[src/rtl/wide_ff_pkg.sv]
// ---------------------------------------------------------------------------
// wide_ff_pkg
//   Shared defaults and helpers for the wide_ff_fifo block.
//   - WIDTH_DEF / DEPTH_DEF : default word width and entry count
//   - ptr_w(depth)          : pointer width. It carries one extra wrap bit so
//                             that full and empty stay distinguishable.
// ---------------------------------------------------------------------------
package wide_ff_pkg;

  localparam int WIDTH_DEF = 4;
  localparam int DEPTH_DEF = 4;

  function automatic int ptr_w(input int depth);
    return $clog2(depth) + 1;
  endfunction

endpackage

[src/rtl/wide_ff_fifo_mem.sv]
// ---------------------------------------------------------------------------
// wide_ff_fifo_mem
//   DEPTH x WIDTH register file. It has a write enable and no reset, so each
//   bit maps onto a plain enable flop.
//   Ports:
//     clk    in   clock
//     we     in   write enable
//     waddr  in   write index
//     wdata  in   write data
//     raddr  in   read index
//     rdata  out  asynchronous read data, mem[raddr]
// ---------------------------------------------------------------------------
module wide_ff_fifo_mem
  import wide_ff_pkg::*;
#(
  parameter int WIDTH = WIDTH_DEF,
  parameter int DEPTH = DEPTH_DEF
) (
  input  logic                     clk,
  input  logic                     we,
  input  logic [$clog2(DEPTH)-1:0] waddr,
  input  logic [WIDTH-1:0]         wdata,
  input  logic [$clog2(DEPTH)-1:0] raddr,
  output logic [WIDTH-1:0]         rdata
);

  logic [WIDTH-1:0] mem [DEPTH];

  // NOTE: storage is deliberately left out of reset. A reset here would
  // turn every bit into a resettable flop and add nothing. The top level
  // masks out_data while the FIFO is empty, so stale contents never
  // reach the output.
  always_ff @(posedge clk) begin
    if (we) mem[waddr] <= wdata;
  end

  assign rdata = mem[raddr];

endmodule

[src/rtl/wide_ff_fifo.sv]
// ---------------------------------------------------------------------------
// wide_ff_fifo
//   Small first-word fall-through FIFO. It uses a valid/ready handshake on
//   both sides and feeds a wide register stage. DEPTH must be a power of
//   two and at least 2.
//   Ports:
//     clk        in   clock; all state updates on posedge
//     clr_n      in   asynchronous active-low reset
//     flush      in   synchronous empty request; overrides push and pop
//     in_valid   in   producer offers in_data
//     in_ready   out  FIFO not full; depends on state only
//     in_data    in   write data
//     out_valid  out  FIFO not empty
//     out_ready  in   consumer takes out_data
//     out_data   out  oldest word; zero while empty
//     count      out  stored words, 0..DEPTH
// ---------------------------------------------------------------------------
module wide_ff_fifo
  import wide_ff_pkg::*;
#(
  parameter int WIDTH = WIDTH_DEF,
  parameter int DEPTH = DEPTH_DEF
) (
  input  logic                   clk,
  input  logic                   clr_n,
  input  logic                   flush,
  input  logic                   in_valid,
  output logic                   in_ready,
  input  logic [WIDTH-1:0]       in_data,
  output logic                   out_valid,
  input  logic                   out_ready,
  output logic [WIDTH-1:0]       out_data,
  output logic [$clog2(DEPTH):0] count
);

  localparam int PW = ptr_w(DEPTH);
  localparam int AW = PW - 1;

  logic [PW-1:0]    wr_ptr;
  logic [PW-1:0]    rd_ptr;
  logic [WIDTH-1:0] rdata;
  logic             push;
  logic             pop;

  assign in_ready  = (count != PW'(DEPTH));
  assign out_valid = (count != '0);
  assign push      = in_valid & in_ready;
  assign pop       = out_valid & out_ready;
  assign out_data  = out_valid ? rdata : '0;

  // A flush drops any concurrent push. The write enable is gated the same
  // way, so the dropped word cannot land in storage either.
  wide_ff_fifo_mem #(
    .WIDTH (WIDTH),
    .DEPTH (DEPTH)
  ) u_mem (
    .clk   (clk),
    .we    (push & ~flush),
    .waddr (wr_ptr[AW-1:0]),
    .wdata (in_data),
    .raddr (rd_ptr[AW-1:0]),
    .rdata (rdata)
  );

  // NOTE: non-blocking assignments keep every register update
  // order-independent. Each register reads its pre-edge value regardless
  // of where the statement sits in the block.
  always_ff @(posedge clk or negedge clr_n) begin
    if (!clr_n) begin
      wr_ptr <= '0;
      rd_ptr <= '0;
      count  <= '0;
    end else if (flush) begin
      wr_ptr <= '0;
      rd_ptr <= '0;
      count  <= '0;
    end else begin
      if (push) wr_ptr <= wr_ptr + PW'(1);
      if (pop)  rd_ptr <= rd_ptr + PW'(1);
      // A simultaneous push and pop leaves count unchanged.
      case ({push, pop})
        2'b10:   count <= count + PW'(1);
        2'b01:   count <= count - PW'(1);
        default: count <= count;
      endcase
    end
  end

endmodule

[config.mk]
export PLATFORM = sky130hd
export DESIGN_NAME = wide_ff_fifo
export DESIGN_NICKNAME = d
export VERILOG_FILES = /design/src/rtl/wide_ff_pkg.sv /design/src/rtl/wide_ff_fifo_mem.sv /design/src/rtl/wide_ff_fifo.sv
export SDC_FILE = /design/constraint.sdc
export NUM_CORES = 1
export LEC_CHECK = 0
export ABC_AREA = 0
export BUFFER_PORTS_ARGS = -buffer_cell sky130_fd_sc_hd__buf_2
export CAP_MARGIN = 20
export CORE_UTILIZATION = 50
export CTS_CLUSTER_SIZE = 25
export DETAILED_ROUTE_END_ITERATION = 8
export GPL_TIMING_DRIVEN = 0
export PLACE_DENSITY_LB_ADDON = 0.2
export SYNTH_ARGS = -nofsm -noshare
export SYNTH_HDL_FRONTEND = slang
export SYNTH_SLANG_ARGS = --single-unit
[constraint.sdc]
create_clock -name clk -period 6 [get_ports clk]
set_clock_uncertainty 0.05 [all_clocks]
set_input_delay 0.9 -clock clk [delete_from_list [all_inputs] [get_ports clk]]
set_output_delay 0.9 -clock clk [all_outputs]
set_load 0.05 [all_outputs]
==> results of run 1 <==
cell usage in the layout, fill, tap and decap left out, types with 4 or more instances in the layout:
master    Yosys  final
mux4_2        4      4
a21oi_1       6      6
buf_2         1     17
buf_6         4      4
nor2b_1       4      4
edfxtp_1     16     16
inv_1         6      6
ha_1          4      4
dfrtp_1       7      7
nor2_1        4      4
and2_1        5      5
registers in the layout, indices dropped and copies added (netlist names):
name       cells
wr_ptr         2
count          3
rd_ptr         2
u_mem.mem     16
cell families after synthesis:
logic type      after synthesis  share of synthesized area
compound gates               18                      0.116
xor+xnor                      3                     0.0209
fa+ha+maj                     5                     0.0558
buf+inv                      14                     0.0697
flops                        23                      0.522
mux                           5                     0.0797
simple gates                 26                      0.136
worst paths after layout:
kind	start	endpoint	slack (ns)	cells past startpoint
max in group asynchronous	clr_n	wr_ptr[1]	5.40	1
min in group clk	wr_ptr[0]	wr_ptr[0]	0.56	2
min	clr_n	rd_ptr[0]	0.34	1
min reg2reg	wr_ptr[0]	wr_ptr[0]	0.56	2
max	count[1]	out_data[3]	3.20	5
max reg2reg	count[0]	count[1]	3.90	6
per-stage QoR:
step,cells,hold WS (ns)
after floorplan,94,0.512
after global placement,138,0.535
after detailed placement,138,0.550
after CTS,142,0.340
after global routing,142,0.338
final,142,0.343
report_power, final:
group | switching (uW) | leakage [uW] | internal (uW)
registers | 10.8 | 0.000240 | 183
clock network | 49.3 | 0.0000139 | 25.5
logic | 149 | 0.000288 | 74.9
routing by layer:
metal  up-vias  wire, um
li1        383         -
met1       402       996
met2        20      1150
met3         4        67
met4         0        50
met5         -         0
layout make-up:
cell class | count | share of cell area
Multi-Input combinational cell | 57 | 0.366
Clock inverter | 1 | 0.00536
Inverter | 7 | 0.0188
Tap cell | 28 | 0.0250
Buffer | 7 | 0.0438
Clock buffer | 3 | 0.0161
Sequential cell | 23 | 0.468
Timing Repair Buffer | 16 | 0.0571
worst max-delay path: stages, from the launching register on:
cell     delay [ns]
dfrtp_1        0.43
buf_2          0.21
or2_1          0.26
nor2_1         0.33
nor2b_1        0.08
buf_2          0.22
==> run_results.csv, run 1 <==
group,metric,value,unit
run_status,outcome,"completed",
route,drtIter0Drc,10,
worst_setup_path,start_kind,"flip-flop",
global_route,grt-busiest-layer,"met2",
global_route,grtUsageMet2,0.329,
synth,synthTopCellsByArea,"edfxtp_1 38%, dfrtp_1 14%, mux4_2 7.2%, ha_1 4.0%, buf_6 3.6%",
route,avgRoutedWirePerCell,16.0,um
floorplan,pin_count,18,
synth,netlist_instances,94,
sta,worst_pin_slew,0.428,ns
route,drtAntennaViolNets,0,
cells_and_area,fin_util,0.610,
place,place.gp.congestion,0.769,
clock_tree,clk_path_buf_depth,2,
sta,max_freq,0.357,GHz
clock_tree,cts_setup_buffers,0,
global_route,grt_max_degree,15,
cells_and_area,area_growth,11.6,%
synth,syn_area,1260,um^2
global_route,antenna_found_initial,0,
place,dp_slack,3.56,ns
power_and_ir_drop,p_per_area,351,nW/um^2
clock_tree,hold_buffers,0,
global_route,grt_usage,0.204,
cells_and_area,seqCellArea,656,um^2
synth,yosysTopAreaCellShare,0.382,
synth,synth_seq_cells,23,
cells_and_area,drive_gt1_frac,0.342,
global_route,grt_pass1_wl,3.69,mm
place,port-buffer-count,16,
power_and_ir_drop,power.total,492,uW
global_route,gr-total-overflow,0,
sta,post-route-min-period,2.80,ns
power_and_ir_drop,p_leak,0.000541,uW
synth,synth_cell_types,36,
power_and_ir_drop,peakVddDrop,0.215,mV
worst_setup_path,crit_required,5.05,ns
clock_tree,worst_setup_hold_path_clk_slew,0.13,ns
cells_and_area,multi_input_area,513,um^2
cells_and_area,nets,129,
floorplan,fp.coreArea,2300,um^2
cells_and_area,fin_area,1400,um^2
place,dpl_cell_area,1370,um^2
synth,syn_area_per_cell,13.4,um^2
route,via_count,809,
route,drc_errors,0,
worst_setup_path,crit_fanout,9,
synth,ys_seq_area_frac,0.522,
synth,yosys_warnings,0,
sta,hold_viol,0,
sta,tns,0,ns
clock_tree,cts_root_buf,"clkbuf_4",
sta,post-route-period-util,0.467,
clock_tree,clk_latency,0.31,ns
run,cap_violations,0,
route,viasPerCell,5.70,
place,hpwlAfterDp,1.74,mm
synth,synth_flop_cell,"edfxtp_1",
synth,synth.most_common_cell,"edfxtp_1",
sta,slew_headroom,0.714,
sta,rsz0062_at_grt,"no",
sta,setup_viol_count_final,0,
route,routed_wirelength,2.27,mm
floorplan,num_rows,17,
cells_and_area,nFillCells,205,
clock_tree,cts_resized,0,
floorplan,initial_core_util,0.547,
synth,syn-num-nets,108,
sta,maxSlewViolCount,0,
clock_tree,cts_tree,"yes",
synth,synth.largest_area_cell,"edfxtp_1",
floorplan,design.die.area,2720,um^2
clock_tree,htree_levels,1,
global_route,met3_usage,0.0263,
min_path,hold_path_class,"in2async",
worst_setup_path,crit_type,"reg2out",
clock_tree,cts.sinks,23,
sta,setup_slack,3.20,ns
floorplan,die_y,52.1,um
synth,synth.top_cells.by_count,"16 x edfxtp_1, 7 x dfrtp_1, 6 x a21oi_1, 6 x inv_1, 5 x and2_1",
global_route,met1_usage,0.259,
cells_and_area,diodes,0,
worst_setup_path,cp-end-kind,"primary output",
route,first_pass_iters,4,
synth,synth_async_sr_flop_share,0.304,
worst_setup_path,crit_arrival,1.85,ns
clock_tree,numCtsBuffers,3,
floorplan,die_w,52.1,um
synth,synth_edf_count,16,
global_route,grt_pass1_vias,785,
Power figures use the tool's default switching activity.
==> run 2: changes to the inputs <==
==> constraint.sdc (replaced) <==
create_clock -name clk -period 2.55 [get_ports clk]
set_clock_uncertainty 0.05 [all_clocks]
set_input_delay 0.3825 -clock clk [delete_from_list [all_inputs] [get_ports clk]]
set_output_delay 0.3825 -clock clk [all_outputs]
set_load 0.05 [all_outputs]
==> run 2 against run 1 <==
  * Clock-buffer cell count unchanged
  * Die area unchanged
  * Critical path depth unchanged
  * Core utilization up 0.44 points
  * Clock power up 140%
  * Total power up 140%
  * Non-clock buffer count up 1
  * Critical endpoint unchanged
  * Largest power group unchanged
==> run_results.csv, run 2 (synthesis gave the netlist of run 1 again) <==
group,metric,value,unit
run_status,outcome,"completed",
worst_setup_path,worst_path_largest_cell_delay,0.43,ns
floorplan,fp.coreArea,2300,um^2
route,via_count,810,
global_route,grt_max_degree,15,
global_route,grt_pass1_vias,785,
worst_setup_path,crit_family,"simple AND/OR/NAND/NOR gates",
power_and_ir_drop,seqPwrFrac,0.394,
min_path,hp-start,"in_data[0]",
cells_and_area,layout_common_cells,"17 x buf_2, 16 x edfxtp_1, 7 x dfrtp_1",
sta,rsz0062_at_grt,"no",
route,first_pass_iters,4,
cells_and_area,regMostFlops,"u_mem.mem",
worst_setup_path,crit_arrival,1.85,ns
sta,setup_viol_count_final,0,
cells_and_area,layout.cells.non_filler,143,
route,drtIter0Drc,10,
clock_tree,worst_setup_hold_path_clk_slew,0.13,ns
worst_setup_path,path_depth,5,
worst_setup_path,worst-path-buf-inv,2,
power_and_ir_drop,p_leak,0.000545,uW
floorplan,die_w,52.1,um
global_route,antenna_found_initial,0,
worst_setup_path,crit_required,2.12,ns
sta,post-route-period-util,0.896,
power_and_ir_drop,pwr-share-comb,0.455,
cells_and_area,largest_registers,"u_mem.mem x16, count x3",
worst_setup_path,ff2ff_path_depth,6,
power_and_ir_drop,peakVddDrop,0.506,mV
clock_tree,numCtsBuffers,3,
floorplan,design.die.area,2720,um^2
global_route,gr-total-overflow,0,
power_and_ir_drop,total_switching_power,491,uW
worst_setup_path,crit_top_cell,"buf_2",
clock_tree,cts_tree,"yes",
floorplan,die_y,52.1,um
run,cap_violations,0,
sta,worst_pin_slew,0.428,ns
sta,max_freq,0.438,GHz
worst_setup_path,cp-end-kind,"primary output",
cells_and_area,largest_reg_flops,16,
sta,post-route-min-period,2.28,ns
clock_tree,cts_resized,0,
cells_and_area,drive_gt1_frac,0.339,
sta,tns,0,ns
clock_tree,cts.sinks,23,
min_path,whs_path_depth,1,
min_path,hold_path_class,"in2reg",
power_and_ir_drop,clkPwrFrac,0.152,
floorplan,pin_count,18,
place,place.gp.congestion,0.769,
power_and_ir_drop,p_per_area,822,nW/um^2
route,drtAntennaViolNets,0,
worst_setup_path,crit_chain,"buf_2 -> or2_1 -> nor2_1 -> nor2b_1 -> buf_2",
worst_setup_path,cp_slowest_cell,"dfrtp_1",
clock_tree,clk_latency,0.31,ns
route,drc_errors,0,
global_route,grt_usage,0.204,
route,avgRoutedWirePerCell,15.9,um
place,dp_cells,138,
power_and_ir_drop,swShare,0.423,
sta,hold_viol,0,
worst_setup_path,crit_type,"reg2out",
place,port-buffer-count,16,
clock_tree,clk_path_buf_depth,2,
floorplan,initial_core_util,0.547,
worst_setup_path,start_kind,"flip-flop",
global_route,grt_pass1_wl,3.69,mm
worst_setup_path,r2r_end,"count[1]",
power_and_ir_drop,internal_power,669,uW
floorplan,num_rows,17,
cells_and_area,area_growth,12.4,%
worst_setup_path,reg2reg_slack,0.45,ns
route,viasPerCell,5.66,
route,routed_wirelength,2.28,mm
min_path,min_to,"u_mem.mem[2][0]",
worst_setup_path,crit_fanout,9,
clock_tree,htree_levels,1,
worst_setup_path,r2r_start,"count[0]",
clock_tree,cts_root_buf,"clkbuf_4",
cells_and_area,final_common_cell,"buf_2",
cells_and_area,diodes,0,
sta,maxSlewViolCount,0,
place,hpwlAfterDp,1.74,mm
cells_and_area,nets,130,
cells_and_area,nFillCells,204,
sta,slew_headroom,0.714,
-- run 2: cell types whose count changed in the layout (fill, tap and decap cells not counted) --
cell	delta
dlygate4sd3_1	+1
-- run 2: worst max-delay path by stage --
stage                        start          end
after CTS                 count[1]  out_data[3]
after global routing      count[1]  out_data[0]
after global placement    count[0]     count[1]
after floorplan           count[1]  out_data[0]
after detailed placement  count[0]     count[1]
final                     count[1]  out_data[3]
-- run 2: routing by layer --
layer / track usage / vias up / part of all wire
met5: 0 / - / 0
met4: 0.122 / 0 / 0.022
met3: 0.0263 / 4 / 0.030
met2: 0.329 / 18 / 0.51
met1: 0.259 / 403 / 0.44
li1: - / 385 / -
-- run 2: power by group through the flow --
stage | combinational (uW) | sequential, uW | clock, uW
2_1_floorplan | 384 | 500 | 0
3_3_place_gp | 515 | 463 | 0
3_5_place_dp | 525 | 465 | 0
4_1_cts | 529 | 457 | 178
5_1_grt | 565 | 460 | 192
6_report | 527 | 457 | 176
-- run 2: area by class of cell --
type / count / area (um^2) / share of cell area
buffer: 7 / 61.3 / 0.0434
clock buffer: 3 / 22.5 / 0.0160
clock inverter: 1 / 7.51 / 0.00532
inverter: 7 / 26.3 / 0.0186
multi-input combinational: 57 / 513 / 0.363
sequential: 23 / 656 / 0.465
tap: 28 / 35.0 / 0.0248
timing repair buffer: 17 / 90.1 / 0.0638
-- run 2: repair_timing --
| action | CTS | global route |
|---|---|---|
| endpoints found under the setup margin | 0 | 0 |
| hold endpoints to repair | 7 | 0 |
| setup buffers | 0 | 0 |
| hold buffers | 1 | 0 |
-- run 2: per-stage QoR --
step           worst slack, ns  hold WS, ns  total power (uW)  instance area (um^2)   util
4_1_cts                  0.258        0.216              1160                  1410  0.614
3_5_place_dp             0.500        0.179               991                  1370  0.597
6_report                 0.266        0.222              1160                  1410  0.614
2_1_floorplan            0.245       0.0369               884                  1260      -
3_3_place_gp             0.510        0.174               978                  1370  0.597
5_1_grt                  0.200        0.209              1220                  1410  0.614
==> run 3: changes to the inputs <==
--- a/config.mk
+++ b/config.mk
@@ -5,10 +5,10 @@
 export SDC_FILE = /design/constraint.sdc
 export NUM_CORES = 1
 export LEC_CHECK = 0
-export ABC_AREA = 0
+export ABC_AREA = 1
 export BUFFER_PORTS_ARGS = -buffer_cell sky130_fd_sc_hd__buf_2
 export CAP_MARGIN = 20
-export CORE_UTILIZATION = 50
+export CORE_UTILIZATION = 49
 export CTS_CLUSTER_SIZE = 25
 export DETAILED_ROUTE_END_ITERATION = 8
 export GPL_TIMING_DRIVEN = 0
==> run 3 against run 2 <==
  * Worst setup slack better by 0.18 ns
  * First-iteration DRC count is 110% higher
  * Global-route usage is 2.6 points lower
  * Synthesized cell count is 17% higher
  * Flip-flop and latch count stayed put
  * Total power is 22% higher
  * Via count is 0.86% lower
  * Maximum frequency is 8.6% higher
  * Critical endpoint is now out_data[0]
  * Largest power group unchanged
  * Highest routed layer unchanged
==> run_results.csv, run 3 <==
group,metric,value,unit
worst_setup_path,cp-end-kind,"primary output",
synth,synth_cell_types,19,
floorplan,initial_core_util,0.516,
cells_and_area,largest_reg_flops,16,
cells_and_area,layout_common_cells,"20 x nor2_1, 18 x buf_2, 16 x edfxtp_1",
route,routed_wirelength,1.93,mm
worst_setup_path,crit_fanout,10,
cells_and_area,final_common_cell,"nor2_1",
clock_tree,numCtsBuffers,3,
synth,synth_async_sr_flop_share,0.304,
sta,hold_viol,0,
sta,setup_viol_count_final,0,
min_path,hold_path_class,"in2reg",
floorplan,die_w,50.0,um
place,hpwlAfterDp,1.39,mm
route,drc_errors,0,
sta,max_freq,0.476,GHz
synth,synth.largest_area_cell,"edfxtp_1",
clock_tree,cts_setup_buffers,0,
route,drtAntennaViolNets,0,
synth,ys_seq_area_frac,0.580,
sta,setup_slack,0.447,ns
cells_and_area,regMostFlops,"u_mem.mem",
cells_and_area,area_growth,14.2,%
global_route,grt_usage,0.178,
cells_and_area,nFillCells,183,
cells_and_area,drive_gt1_frac,0.250,
synth,synth_flop_cell,"edfxtp_1",
clock_tree,cts_root_buf,"clkbuf_4",
sta,rsz0062_at_grt,"no",
synth,yosysTopAreaCellShare,0.425,
route,met1_length,919,um
global_route,grt_max_degree,15,
global_route,gr-total-overflow,0,
place,dp_slack,0.616,ns
floorplan,fp.coreArea,2190,um^2
clock_tree,clk_path_buf_depth,2,
floorplan,pin_count,18,
worst_setup_path,crit_required,2.12,ns
cells_and_area,multi_input_area,412,um^2
clock_tree,clk_latency,0.31,ns
run_status,outcome,"completed",
route,highest_layer,"met4",
run,cap_violations,0,
synth,syn_area,1130,um^2
route,first_pass_iters,4,
sta,post-route-min-period,2.10,ns
power_and_ir_drop,peakVddDrop,0.642,mV
power_and_ir_drop,p_per_area,1090,nW/um^2
synth,synth.most_common_cell,"nor2_1",
clock_tree,htree_levels,1,
route,avgRoutedWirePerCell,12.1,um
clock_tree,worst_setup_hold_path_clk_slew,0.13,ns
clock_tree,cts_tree,"yes",
cells_and_area,diodes,0,
sta,post-route-period-util,0.825,
synth,syn-num-nets,124,
global_route,grt_pass1_wl,3.26,mm
floorplan,die_y,50.0,um
place,dp_cells,155,
worst_setup_path,start_kind,"flip-flop",
sta,tns,0,ns
synth,yosys_warnings,0,
worst_setup_path,crit_chain,"buf_2 -> inv_1 -> o21ai_0 -> a21oi_1 -> buf_2",
synth,synth_edf_count,16,
global_route,grt_pass1_vias,740,
cells_and_area,nets,147,
worst_setup_path,cp_slowest_cell,"dfrtp_1",
sta,slew_headroom,0.711,
route,route.met2.wl,922,um
cells_and_area,layout.cells.non_filler,160,
worst_setup_path,worst_path_largest_cell_delay,0.38,ns
cells_and_area,largest_registers,"u_mem.mem x16, count x3",
cells_and_area,seqCellArea,656,um^2
route,via_count,803,
worst_setup_path,crit_arrival,1.67,ns
place,port-buffer-count,17,
power_and_ir_drop,p_leak,0.000574,uW
synth,syn_area_per_cell,10.3,um^2
worst_setup_path,crit_type,"reg2out",
clock_tree,cts.sinks,23,
synth,netlist_instances,110,
place,place.gp.congestion,0.709,
route,wl_met3,58,um
worst_setup_path,crit_top_cell,"buf_2",
sta,worst_pin_slew,0.431,ns
synth,synth_seq_cells,23,
route,viasPerCell,5.02,
synth,synthTopCellsByArea,"edfxtp_1 42%, dfrtp_1 15%, nor2_1 6.6%, o21ai_0 4.9%, ha_1 4.4%",
global_route,antenna_found_initial,0,
synth,synth.top_cells.by_count,"20 x nor2_1, 16 x edfxtp_1, 13 x inv_1",
sta,maxSlewViolCount,0,
floorplan,design.die.area,2500,um^2
floorplan,num_rows,17,
worst_setup_path,reg2reg_slack,0.60,ns
route,drtIter0Drc,21,
[run 3: kinds of logic after synthesis]
family	Yosys count	synth area share
compound gates	18	0.0830
simple gates	47	0.211
buf+inv	16	0.0564
fa+ha+maj	5	0.0619
flops	23	0.580
xor+xnor	1	0.00774
[run 3: critical path, delay by kind of cell, from the launching register on]
family	cells	cell delay (ns)
buffers and inverters	3	0.69
DFF	1	0.38
AOI/OAI and AO/OA	2	0.28
[run 3: stage by stage]
step / area (um^2) / hold WS, ns / util / power, uW
detailed placement: 1250 / 0.177 / 0.571 / 1250
CTS: 1290 / 0.214 / 0.589 / 1420
finish: 1290 / 0.216 / 0.589 / 1410
global route: 1290 / 0.206 / 0.589 / 1500
global placement: 1250 / 0.176 / 0.571 / 1230
floorplan: 1130 / 0.0369 / - / 1090
[run 3: worst paths after layout]
kind / start / endpoint / cells after the start
setup / recovery: rd_ptr[0] / out_data[0] / 5
hold / removal: in_data[2] / u_mem.mem[2][2] / 1
setup reg to reg: count[0] / count[2] / 11
hold reg to reg: count[2] / count[2] / 2
max in group asynchronous: clr_n / count[2] / 2
min in group asynchronous: clr_n / rd_ptr[1] / 2
[run 3: per-layer routing]
| metal | global-route usage | vias to the layer above |
|---|---|---|
| met4 | 0.0857 | 0 |
| met3 | 0.0185 | 4 |
| met1 | 0.238 | 381 |
| met5 | 0 | - |
| met2 | 0.287 | 13 |
| li1 | - | 405 |
[run 3: final cells by class]
cell class | count | share of cell area
clock buffer | 3 | 0.0174
inverter | 15 | 0.0455
buffer | 1 | 0.00388
multi-input combinational | 71 | 0.319
clock inverter | 1 | 0.00581
timing repair buffer | 18 | 0.0736
tap | 28 | 0.0271
sequential | 23 | 0.508
[run 3: where the power goes]
group	internal [uW]	total, uW	switching, uW
Clock	59.9	174	114
Sequential	446	491	45.5
Combinational	186	748	562
Total	692	1410	721
[run 3: what timing repair did]
item	CTS	global route
setup endpoints to repair	0	0
hold buffers	1	0
gates resized for setup	0	0
hold endpoints to repair	7	0
